### config.mk
export PLATFORM = sky130hd
export DESIGN_NAME = matrix_rom_loader_flat
export DESIGN_NICKNAME = d
export VERILOG_FILES = /design/src/rtl/matrix_rom_loader_if.sv /design/src/rtl/matrix_rom_loader.sv /design/src/flat_wrapper.sv
export SDC_FILE = /design/constraint.sdc
export NUM_CORES = 1
export LEC_CHECK = 0
export CORE_AREA = 2 2 74 76
export CTS_BUF_LIST = sky130_fd_sc_hd__clkbuf_4 sky130_fd_sc_hd__clkbuf_8
export DETAILED_ROUTE_END_ITERATION = 10
export DIE_AREA = 0 0 76 78
export PLACE_DENSITY = 0.7
export SYNTH_ARGS = -nofsm -noshare
export SYNTH_HDL_FRONTEND = slang
export SYNTH_SLANG_ARGS = --single-unit
### constraint.sdc
create_clock -name clk_i -period 6.75 [get_ports clk_i]
set_input_delay 1.35 -clock clk_i [delete_from_list [all_inputs] [get_ports clk_i]]
set_output_delay 1.35 -clock clk_i [all_outputs]
set_load 0.1 [all_outputs]
### src/rtl/matrix_rom_loader_if.sv
// Command, ROM and bank signals shared by matrix_rom_loader and its environment.
// LOADER_STRIDE_EN adds the stride field to the command.
interface matrix_rom_loader_if #(
  parameter int DATA_WIDTH = 8,
  parameter int BANK_DEPTH = 8,
  parameter int ADDR_WIDTH = 8
);
  logic                  start;
  logic [ADDR_WIDTH-1:0] base_addr;
`ifdef LOADER_STRIDE_EN
  logic [ADDR_WIDTH-1:0] stride;
`endif
  logic                  rom_en;
  logic [ADDR_WIDTH-1:0] rom_addr;
  logic [DATA_WIDTH-1:0] rom_data;
  logic                  bank_enable;
  logic [BANK_DEPTH-1:0] bank_select;
  logic [DATA_WIDTH-1:0] bank_data;
  logic                  busy;
  logic                  done;

`ifdef LOADER_STRIDE_EN
  modport master (output start, base_addr, stride, rom_data,
                  input  rom_en, rom_addr, bank_enable, bank_select, bank_data, busy, done);
  modport slave  (input  start, base_addr, stride, rom_data,
                  output rom_en, rom_addr, bank_enable, bank_select, bank_data, busy, done);
`else
  modport master (output start, base_addr, rom_data,
                  input  rom_en, rom_addr, bank_enable, bank_select, bank_data, busy, done);
  modport slave  (input  start, base_addr, rom_data,
                  output rom_en, rom_addr, bank_enable, bank_select, bank_data, busy, done);
`endif
endinterface

### src/rtl/matrix_rom_loader.sv
// Reads BANK_DEPTH ROM elements per start and writes them one-hot into a register bank.
// Define LOADER_STRIDE_EN for a per-command address stride (default stride is 1).
module matrix_rom_loader #(
  parameter int DATA_WIDTH = 8,
  parameter int BANK_DEPTH = 8,
  parameter int ADDR_WIDTH = 8
) (
  input logic              clk_i,
  input logic              reset_i,   // active low, synchronous
  matrix_rom_loader_if.slave lif
);
  localparam int IDX_W = (BANK_DEPTH > 1) ? $clog2(BANK_DEPTH) : 1;
  localparam logic [IDX_W-1:0] LAST_IDX = IDX_W'(BANK_DEPTH - 1);

  typedef enum logic [1:0] {IDLE, FETCH, DRAIN, DONE} state_e;
  state_e state_q, state_d;

  logic [IDX_W-1:0]      idx_q, idx_d, tag_q, tag_d, nidx;
  logic [ADDR_WIDTH-1:0] base_q, base_d, rom_addr_q, rom_addr_d, offset;
  logic                  rom_en_q, rom_en_d, busy_q, busy_d, done_q, done_d, accept;
  logic [1:0]            vld_pipe_q, vld_pipe_d;
  logic [BANK_DEPTH-1:0] sel_q, sel_d;
  logic [DATA_WIDTH-1:0] data_q, data_d;
`ifdef LOADER_STRIDE_EN
  logic [ADDR_WIDTH-1:0] stride_q, stride_d;
`endif

  always_ff @(posedge clk_i) begin
    if (!reset_i) state_q <= IDLE;
    else          state_q <= state_d;
  end

  assign accept = lif.start && (state_q == IDLE || state_q == DONE);

  always_comb begin
    state_d = state_q;
    case (state_q)
      IDLE:    if (accept) state_d = FETCH;
      FETCH:   if (idx_q == LAST_IDX) state_d = DRAIN;
      DRAIN:   if (vld_pipe_q[1] && sel_q[BANK_DEPTH-1]) state_d = DONE;
      DONE:    state_d = accept ? FETCH : IDLE;
      default: state_d = IDLE;
    endcase
  end

  // Read address is precomputed for the next cycle so rom_addr leaves a flop.
  always_comb begin
    nidx   = accept ? '0 : idx_q + IDX_W'(1);
    idx_d  = (accept || state_q == FETCH) ? nidx : idx_q;
    base_d = accept ? lif.base_addr : base_q;
`ifdef LOADER_STRIDE_EN
    stride_d = accept ? lif.stride : stride_q;
    offset   = ADDR_WIDTH'(nidx) * stride_d;
`else
    offset   = ADDR_WIDTH'(nidx);
`endif
    rom_en_d   = accept || (state_q == FETCH && idx_q != LAST_IDX);
    rom_addr_d = rom_en_d ? base_d + offset : '0;
    // Stage 0: ROM data arrives tagged; stage 1: bank write presented.
    tag_d      = idx_q;
    vld_pipe_d = {vld_pipe_q[0], rom_en_q};
    sel_d      = vld_pipe_q[0] ? (BANK_DEPTH'(1) << tag_q) : '0;
    data_d     = vld_pipe_q[0] ? lif.rom_data : '0;
    busy_d     = (state_d == FETCH || state_d == DRAIN);
    done_d     = (state_d == DONE);
  end

  always_ff @(posedge clk_i) begin
    if (!reset_i) begin
      idx_q      <= '0;
      tag_q      <= '0;
      base_q     <= '0;
      rom_en_q   <= 1'b0;
      rom_addr_q <= '0;
      vld_pipe_q <= '0;
      sel_q      <= '0;
      data_q     <= '0;
      busy_q     <= 1'b0;
      done_q     <= 1'b0;
`ifdef LOADER_STRIDE_EN
      stride_q   <= '0;
`endif
    end else begin
      idx_q      <= idx_d;
      tag_q      <= tag_d;
      base_q     <= base_d;
      rom_en_q   <= rom_en_d;
      rom_addr_q <= rom_addr_d;
      vld_pipe_q <= vld_pipe_d;
      sel_q      <= sel_d;
      data_q     <= data_d;
      busy_q     <= busy_d;
      done_q     <= done_d;
`ifdef LOADER_STRIDE_EN
      stride_q   <= stride_d;
`endif
    end
  end

  assign lif.rom_en      = rom_en_q;
  assign lif.rom_addr    = rom_addr_q;
  assign lif.bank_enable = vld_pipe_q[1];
  assign lif.bank_select = sel_q;
  assign lif.bank_data   = data_q;
  assign lif.busy        = busy_q;
  assign lif.done        = done_q;
endmodule

### src/flat_wrapper.sv
// flat-port wrapper written by rule: the top's interface ports become plain ports
module matrix_rom_loader_flat 
#(
  parameter int DATA_WIDTH = 8,
  parameter int BANK_DEPTH = 8,
  parameter int ADDR_WIDTH = 8
)
  (clk_i, reset_i, lif_start, lif_base_addr, lif_rom_data, lif_rom_en, lif_rom_addr, lif_bank_enable, lif_bank_select, lif_bank_data, lif_busy, lif_done);
  matrix_rom_loader_if #(.DATA_WIDTH(DATA_WIDTH), .BANK_DEPTH(BANK_DEPTH), .ADDR_WIDTH(ADDR_WIDTH)) lif_i ();
  input logic clk_i;
  input logic reset_i;
  input wire logic [$bits(lif_i.start)-1:0] lif_start;
  input wire logic [$bits(lif_i.base_addr)-1:0] lif_base_addr;
  input wire logic [$bits(lif_i.rom_data)-1:0] lif_rom_data;
  output wire logic [$bits(lif_i.rom_en)-1:0] lif_rom_en;
  output wire logic [$bits(lif_i.rom_addr)-1:0] lif_rom_addr;
  output wire logic [$bits(lif_i.bank_enable)-1:0] lif_bank_enable;
  output wire logic [$bits(lif_i.bank_select)-1:0] lif_bank_select;
  output wire logic [$bits(lif_i.bank_data)-1:0] lif_bank_data;
  output wire logic [$bits(lif_i.busy)-1:0] lif_busy;
  output wire logic [$bits(lif_i.done)-1:0] lif_done;
  assign lif_i.start = lif_start;
  assign lif_i.base_addr = lif_base_addr;
  assign lif_i.rom_data = lif_rom_data;
  assign lif_rom_en = lif_i.rom_en;
  assign lif_rom_addr = lif_i.rom_addr;
  assign lif_bank_enable = lif_i.bank_enable;
  assign lif_bank_select = lif_i.bank_select;
  assign lif_bank_data = lif_i.bank_data;
  assign lif_busy = lif_i.busy;
  assign lif_done = lif_i.done;
  matrix_rom_loader #(.DATA_WIDTH(DATA_WIDTH), .BANK_DEPTH(BANK_DEPTH), .ADDR_WIDTH(ADDR_WIDTH)) u_core (.clk_i(clk_i), .reset_i(reset_i), .lif(lif_i));
endmodule
After elaboration in Yosys (flattened, before gate mapping)
Cells that the tools add are included.
{"block": "word_totals", "register_bits": 45, "latchBits": 0, "mem_bits_rw": 0, "romBits": 0, "in_bits": 19, "out_inout_bits": 28, "elab_cells": 39, "mem_count": 0}
{"block": "op_classes", "addsub": 2, "mul": 0, "n_div": 0, "magnitude_cmp": 0, "n_eq_ne": 8, "shifts": 1, "mux": 7, "n_bitwise": 0, "n_reduce_logical": 10}
{"op": "adder 8 x 3 -> 8 bit", "n": 1}
{"op": "== test 2 bit (second input constant)", "n": 4}
{"op": "2-to-1 mux 8 bit", "n": 1}
{"op": "one-hot mux 2 bit (4 select lines)", "n": 1}
{"op": "left shift 1 x 3 -> 8 bit (first input constant)", "n": 1}
{"op": "2-to-1 mux 2 bit", "n": 3}
{"op": "== test 2 x 1 -> 1 bit (second input constant)", "n": 2}
{"op": "logical OR 1 bit", "n": 4}
{"op": "AND reduction 2 bit", "n": 2}
{"op": "adder 3 x 1 -> 3 bit (second input constant)", "n": 1}
{"op": "== test 3 bit (second input constant)", "n": 1}
{"op": "logical AND 1 bit", "n": 3}
{"op": "2-to-1 mux 3 bit", "n": 1}
{"op": "inequality test 3 bit (second input constant)", "n": 1}
{"op": "zero test 2 bit", "n": 1}
{"op": "2-to-1 mux 1 bit", "n": 1}

Logic depth before layout (Yosys ltp)
{"block": "logic_depth", "depth_word": 7, "mapped_depth": 13, "depth_no_buf": 12}

Least setup slack after synthesis
No wires, ideal clock.
{"block": "synth_timing", "kind": "input -> register", "start": "input port lif_start", "end": "register u_core.rom_addr_q[7] (netlist: u_core.lif.rom_addr[7])", "setup_time_ns": 0.129, "arrival_ns": 2.925, "t_required_ns": 6.621, "path_slack_ns": 3.696, "path_stages": 9, "path_buffers": 1, "cell_sequence": "nor2b_4 > buf_6 > mux2i_1 > inv_1 > ha_1 > a21o_1 > a21oi_1 > o31a_1 > nor3_1"}
{"block": "synth_via", "elab_chain_len": 3, "elab_cells_between_ends": 6, "classes_between": "1 x add/sub; 2 x mux; 3 x reduce/logical"}
{"item": "start: declaration", "line": "flat_wrapper.sv:12", "source": "input wire logic [$bits(lif_i.start)-1:0] lif_start;"}
{"item": "logical AND 1 bit", "line": "matrix_rom_loader.sv:33", "source": "assign accept = lif.start && (state_q == IDLE || state_q == DONE);"}
{"item": "2-to-1 mux 8 bit", "line": "matrix_rom_loader.sv:50", "source": "base_d = accept ? lif.base_addr : base_q;"}
{"item": "via u_core.base_d[1]", "line": "matrix_rom_loader.sv:19", "source": "logic [ADDR_WIDTH-1:0] base_q, base_d, rom_addr_q, rom_addr_d, offset;"}
{"item": "adder 8 x 3 -> 8 bit", "line": "matrix_rom_loader.sv:58", "source": "rom_addr_d = rom_en_d ? base_d + offset : '0;"}
{"item": "end signal: assignment", "line": "matrix_rom_loader.sv:88", "source": "rom_addr_q <= rom_addr_d;"}
{"item": "end: declaration", "line": "matrix_rom_loader.sv:19"}
The timed path passes the listed nets, and every way through them passes these cells.
A chain may end at the register's enable or synchronous reset.

Worst setup path after layout
Same ends and word-level chain as after synthesis.

==> results.json <==
{
  "async_flop_share_pct": 0,
  "cts_hold_buf": 0,
  "register_area_sq_um": 901,
  "synth_nets": 197,
  "grt_max_degree": 28,
  "initial_core_util_pct": 34.3,
  "tightestPinTransition_ns": 0.972,
  "seq_area_frac_synth_pct": 52.1,
  "status": "completed",
  "via_per_inst": 4.40,
  "rsz0062_at_grt": "no",
  "worstSetupPathType": "primary input to register",
  "portBuffers": 46,
  "synth-edff-count": 0,
  "ios": 47,
  "critPathRequiredTime_ns": 6.97,
  "route.detailed.drc": 0,
  "numCtsBuffers": 5,
  "worstPathMaxFanout": 10,
  "ant_nets": 0,
  "pwr_density_cell_nw_per_um2": 271,
  "clock_latency_ns": 0.30,
  "cpPeakStageDelay_ns": 0.52,
  "ir_drop_v": 0.0000949,
  "tns_ns": 0,
  "multi_input_area_sq_um": 762,
  "switchingPower_mw": 0.177,
  "period_share_pct": 52.4,
  "power_frac_clock_pct": 36.9,
  "avgRoutedWirePerCell_um": 11.0,
  "initialDrtViolationCount": 40,
  "hold_viol_final": 0,
  "cts.sinks": 45,
  "synth_cell_type_count": 32,
  "syn_inst": 167,
  "grt_overflow": 0,
  "p_comb_share_pct": 18.9,
  "place_congestion": 0.781,
  "nFillCells": 493,
  "cts_setup_buffers": 0,
  "maxSlewHeadroom_pct": 35.0,
  "grt_usage_pct": 11.4,
  "dr.pass1.iters": 4,
  "finalCriticalPeriod_ns": 3.54,
  "rows": 26,
  "hp-class": "register to register",
  "cts_resized": 0,
  "ys.flop_type": "dfxtp_1",
  "cp_slowest_cell": "clkdlybuf4s50_1",
  "fmax_ghz": 0.283,
  "drt-met1-wl_um": 1510,
  "max-clock-path-buffers": 2,
  "start_kind": "primary input",
  "cp.buffers_inverters": 2,
  "drive_above_1_share_pct": 6.51,
  "seqPwrFrac_pct": 44.2,
  "maxCapViolations": 0,
  "finalMaxSlewViolations": 0,
  "post-dp-hpwl_um": 2260,
  "core_sq_um": 5040,
  "nNetsFinal": 244,
  "netlist_area_sq_um": 1730,
  "skew_ns": 0.00856,
  "leakagePower_nw": 1.00,
  "area_growth_pct": 37.2,
  "critical_path.top_delay_family": "simple AND/OR/NAND/NOR gates",
  "arrival_ns": 3.76,
  "met3_length_um": 219,
  "dieArea_sq_um": 5930,
  "dr.max_layer_used": "met4",
  "die_w_um": 76,
  "met2_wirelength_um": 1320,
  "cts_tree": "done",
  "num_vias": 1255,
  "h-tree-depth": 2,
  "ys_warn_count": 0,
  "ys_ff_latch": 45,
  "n_antenna_cell": 0,
  "drt_wl_total_um": 3140,
  "grt_antenna_before_repair": 0,
  "path_cells": "clkdlybuf4s50_1, nor2b_4, mux2i_1, inv_1, ha_1, a21o_1, a21oi_1, nor4_1, nor3_1",
  "setup.worst_path.end_class": "register",
  "dp_worst_setup_slack_ns": 2.92,
  "root_buffer": "clkbuf_8",
  "swShare_pct": 27.6,
  "grt_pass1_vias": 1136,
  "grt_pass1_wl_um": 5180,
  "setup_ws_ns": 3.21,
  "postSynthAreaPerCell_sq_um": 10.4,
  "cts.clk_slew.worst_paths_ns": 0.09,
  "intPower_mw": 0.465,
  "setup_viol": 0,
  "die_h_um": 78
}
worst paths after layout:
check | from | endpoint | slack, ns | cells past startpoint
setup / recovery | lif_start | u_core.lif.rom_addr[7] | 3.21 | 9
hold / removal | u_core.lif.rom_en | u_core.vld_pipe_q[0] | 0.48 | 1
setup reg to reg | u_core.state_q[1] | u_core.lif.rom_addr[6] | 3.96 | 12
hold reg to reg | u_core.lif.rom_en | u_core.vld_pipe_q[0] | 0.48 | 1
sequential cells by signal, indices dropped and copies added, names as in the netlist:
| name | flops |
|---|---|
| u_core.base_q | 8 |
| u_core.lif.bank_data | 8 |
| u_core.lif.bank_select | 8 |
| u_core.lif.rom_addr | 8 |
| u_core.idx_q | 3 |
| u_core.tag_q | 3 |
| u_core.state_q | 2 |
| u_core.vld_pipe_q | 2 |
| u_core.lif.busy | 1 |
| u_core.lif.done | 1 |
| u_core.lif.rom_en | 1 |
power by group through the flow:
stage               logic (mW)  registers [mW]  clock network [mW]
floorplan               0.0436           0.338                   0
global placement         0.122           0.290                   0
detailed placement       0.122           0.290                   0
CTS                      0.123           0.284               0.245
global route             0.129           0.285               0.257
finish                   0.122           0.284               0.237
metal layers:
| layer | up-vias | global-route usage (%) |
|---|---|---|
| li1 | 650 | - |
| met1 | 554 | 13.6 |
| met2 | 43 | 17.8 |
| met3 | 8 | 4.30 |
| met4 | 0 | 6.00 |
| met5 | - | 0 |
synthesized netlist by cell type (3+ instances only):
library cell  instances  area share (%)
ha_1                 10             7.2
nor2_1               11             2.4
nor3_1               10             2.9
nand2_1              12             2.6
mux2i_1               8             4.6
and2_1               11             4.0
o21ai_0               3            0.87
dfxtp_1              45              52
nor2b_1               6             2.2
a21oi_1               3            0.87
clkbuf_1              4            0.87
and3_1                8             2.9
nand2b_1              3             1.1
nor4_1                3             1.1
inv_1                 8             1.7
layout make-up:
class / count / area share (%)
Clock inverter: 3 / 2.74
Inverter: 8 / 1.26
Tap cell: 70 / 3.69
Multi-Input combinational cell: 108 / 32.1
Sequential cell: 45 / 37.9
Timing Repair Buffer: 46 / 19.4
Clock buffer: 5 / 2.90
per-stage QoR:
stage / instances / hold WS, ns / util, % / power (mW) / instance area, sq um
4_1_cts: 285 / 0.482 / 47.1 / 0.651 / 2370
5_1_grt: 285 / 0.494 / 47.1 / 0.671 / 2370
6_report: 285 / 0.482 / 47.1 / 0.643 / 2370
3_5_place_dp: 277 / 0.456 / 44.4 / 0.413 / 2240
2_1_floorplan: 167 / 0.456 / - / 0.382 / 1730
3_3_place_gp: 277 / 0.452 / 44.4 / 0.412 / 2240
placed cells by master, fill, tap and decap left out, types with 3 or more instances in the layout:
| cell | Yosys | routed |
|---|---|---|
| ha_1 | 10 | 10 |
| inv_1 | 8 | 8 |
| mux2i_1 | 8 | 8 |
| clkdlybuf4s50_1 | 0 | 46 |
| nor2_1 | 11 | 11 |
| nor2b_1 | 6 | 6 |
| dfxtp_1 | 45 | 45 |
| nand2b_1 | 3 | 3 |
| clkbuf_8 | 0 | 5 |
| nor3_1 | 10 | 10 |
| nor4_1 | 3 | 3 |
| o21ai_0 | 3 | 3 |
| and2_1 | 11 | 11 |
| a21oi_1 | 3 | 3 |
| and3_1 | 8 | 8 |
| nand2_1 | 12 | 12 |
logic make-up after synthesis:
logic type / synth area share [%]
xor+xnor: 1.52
compound gates: 6.65
mux: 4.63
flops: 52.1
simple gates: 22.8
fa+ha+maj: 8.39
buf+inv: 3.90
Power figures use the tool's default switching activity.
==> edit, RTL diff (config.mk and constraints unchanged) <==
Re-encode `state_e` (4 states) as one-hot, 4 bits wide.
--- a/src/rtl/matrix_rom_loader.sv
+++ b/src/rtl/matrix_rom_loader.sv
@@ -13,5 +13,5 @@
   localparam logic [IDX_W-1:0] LAST_IDX = IDX_W'(BANK_DEPTH - 1);
 
-  typedef enum logic [1:0] {IDLE, FETCH, DRAIN, DONE} state_e;
+  typedef enum logic [3:0] {IDLE = 4'b0001, FETCH = 4'b0010, DRAIN = 4'b0100, DONE = 4'b1000} state_e;
   state_e state_q, state_d;
 
Check against the original RTL: no difference found for any inputs over 10 cycles, from zero or initial values and one cycle with reset_i low; not proved beyond that.
==> edit against the unedited design <==
Area after synthesis rose by 2.1%. Largest cell class unchanged. Global-route usage rose by 0.24 points. Setup slack got worse by 0.47 ns. Sequential power rose by 2%. Routed wire length rose by 5.1%. Critical endpoint is now u_core.lif.rom_addr[6]$_SDFF_PN0_. Count of clock-buffer cells in the layout did not move. Total power fell by 15%. Die area did not move. Final area rose by 0.84%. Sequential cell count rose by 2. Worst hold slack got worse by 0.0059 ns. Via count rose by 3.7%. Critical path depth rose by 4.
==> edit: results (changes against the unedited design) <==
Synthesis
  – Count of different cell masters after synthesis: 41 (+28%)
  – Post-Synth Adder-Cell Area: 4.674% (-3.7 points)
  – Post-Synthesis Cells: 170 (+1.8%)
  – Synth Area in Compound Gates: 6.020% (-0.63 points)
  – Most frequent cells after synthesis: dfxtp_1, nand2_1, nor2_1

Placed design
  – Placed cell area: 2303 um^2 (+2.8%)
  – Placed cell count: 283 (+2.2%)
  – DP HPWL: 2418 um (+7.1%)

Layout
  – Multi-input combinational area share: 33.07% (+0.99 points)
  – Multi-input gate area: 792.0 um^2 (+3.9%)
  – Share of cells above drive strength 1: 7.692% (+1.2 points)
  – Non-clock buffers, area share: 19.23% (-0.16 points)
  – Seq area share: 39.29% (+1.4 points)
  – Seq_cells: 47 (+4.4%)
  – Fin nets: 245 (+0.41%)

Timing
  – Hold WS: 0.4758 ns (-0.005859 ns)
  – Final Skew: 0.005299 ns (-0.003257 ns)
  – Min cycle time layout: 4.007 ns (+0.4712 ns)
  – Worst-Margin Slew: 0.9744 ns (+0.002119 ns)

Outcome
  – Status: complete, no violations

Global route
  – Global Route Usage Sum: 11.61% (+0.24 points)

Power
  – Worst vdd ir: 0.00007313 V (-23%)
  – P_leak: 0.0009676 uW (-3.4%)

Routing
  – Drt total wl: 3296 um (+5.1%)
  – Wire per inst: 11.33 um (+2.9%)

Setup path
  – Crit path largest cell delay: 0.46 ns (-0.06 ns)
  – Max Fanout on Critical Path: 8 (-2)
==> edit: cell types whose count changed after synthesis, sizes merged, moves of 3 or more <==
cell	before	now
xnor2	2	6
nor3	10	7
and2	12	9
nand2	12	17
ha	10	5
nor2	11	15
==> edit: worst reg2reg max path: cells and delay by family (launching register included) <==
family | cells | cell delay (ns)
flip-flops | 1 | 0.36
AND/OR/NAND/NOR | 7 | 1.48
adder cells (fa/ha/maj) | 2 | 0.53
XOR/XNOR | 1 | 0.12
AO/OA/AOI/OAI | 1 | 0.25
buffers and inverters | 1 | 0.06
==> edit: power by group through the flow <==
stage,sequential [uW],combinational (uW),clock (uW)
after floorplan,329,30.3,0
after global placement,298,88.3,0
after detailed placement,298,88.6,0
after CTS,291,88.9,175
after global routing,293,94.3,185
final,291,88.0,169
==> edit: metal layers <==
layer  global-route usage (%)  vias to the layer above  routed length (um)
met1                    13.87                      593                1562
li1                         -                      674                   -
met4                    5.455                        0                  72
met5                        0                        -                   0
met2                    19.64                       27                1544
met3                    2.907                        7                 117
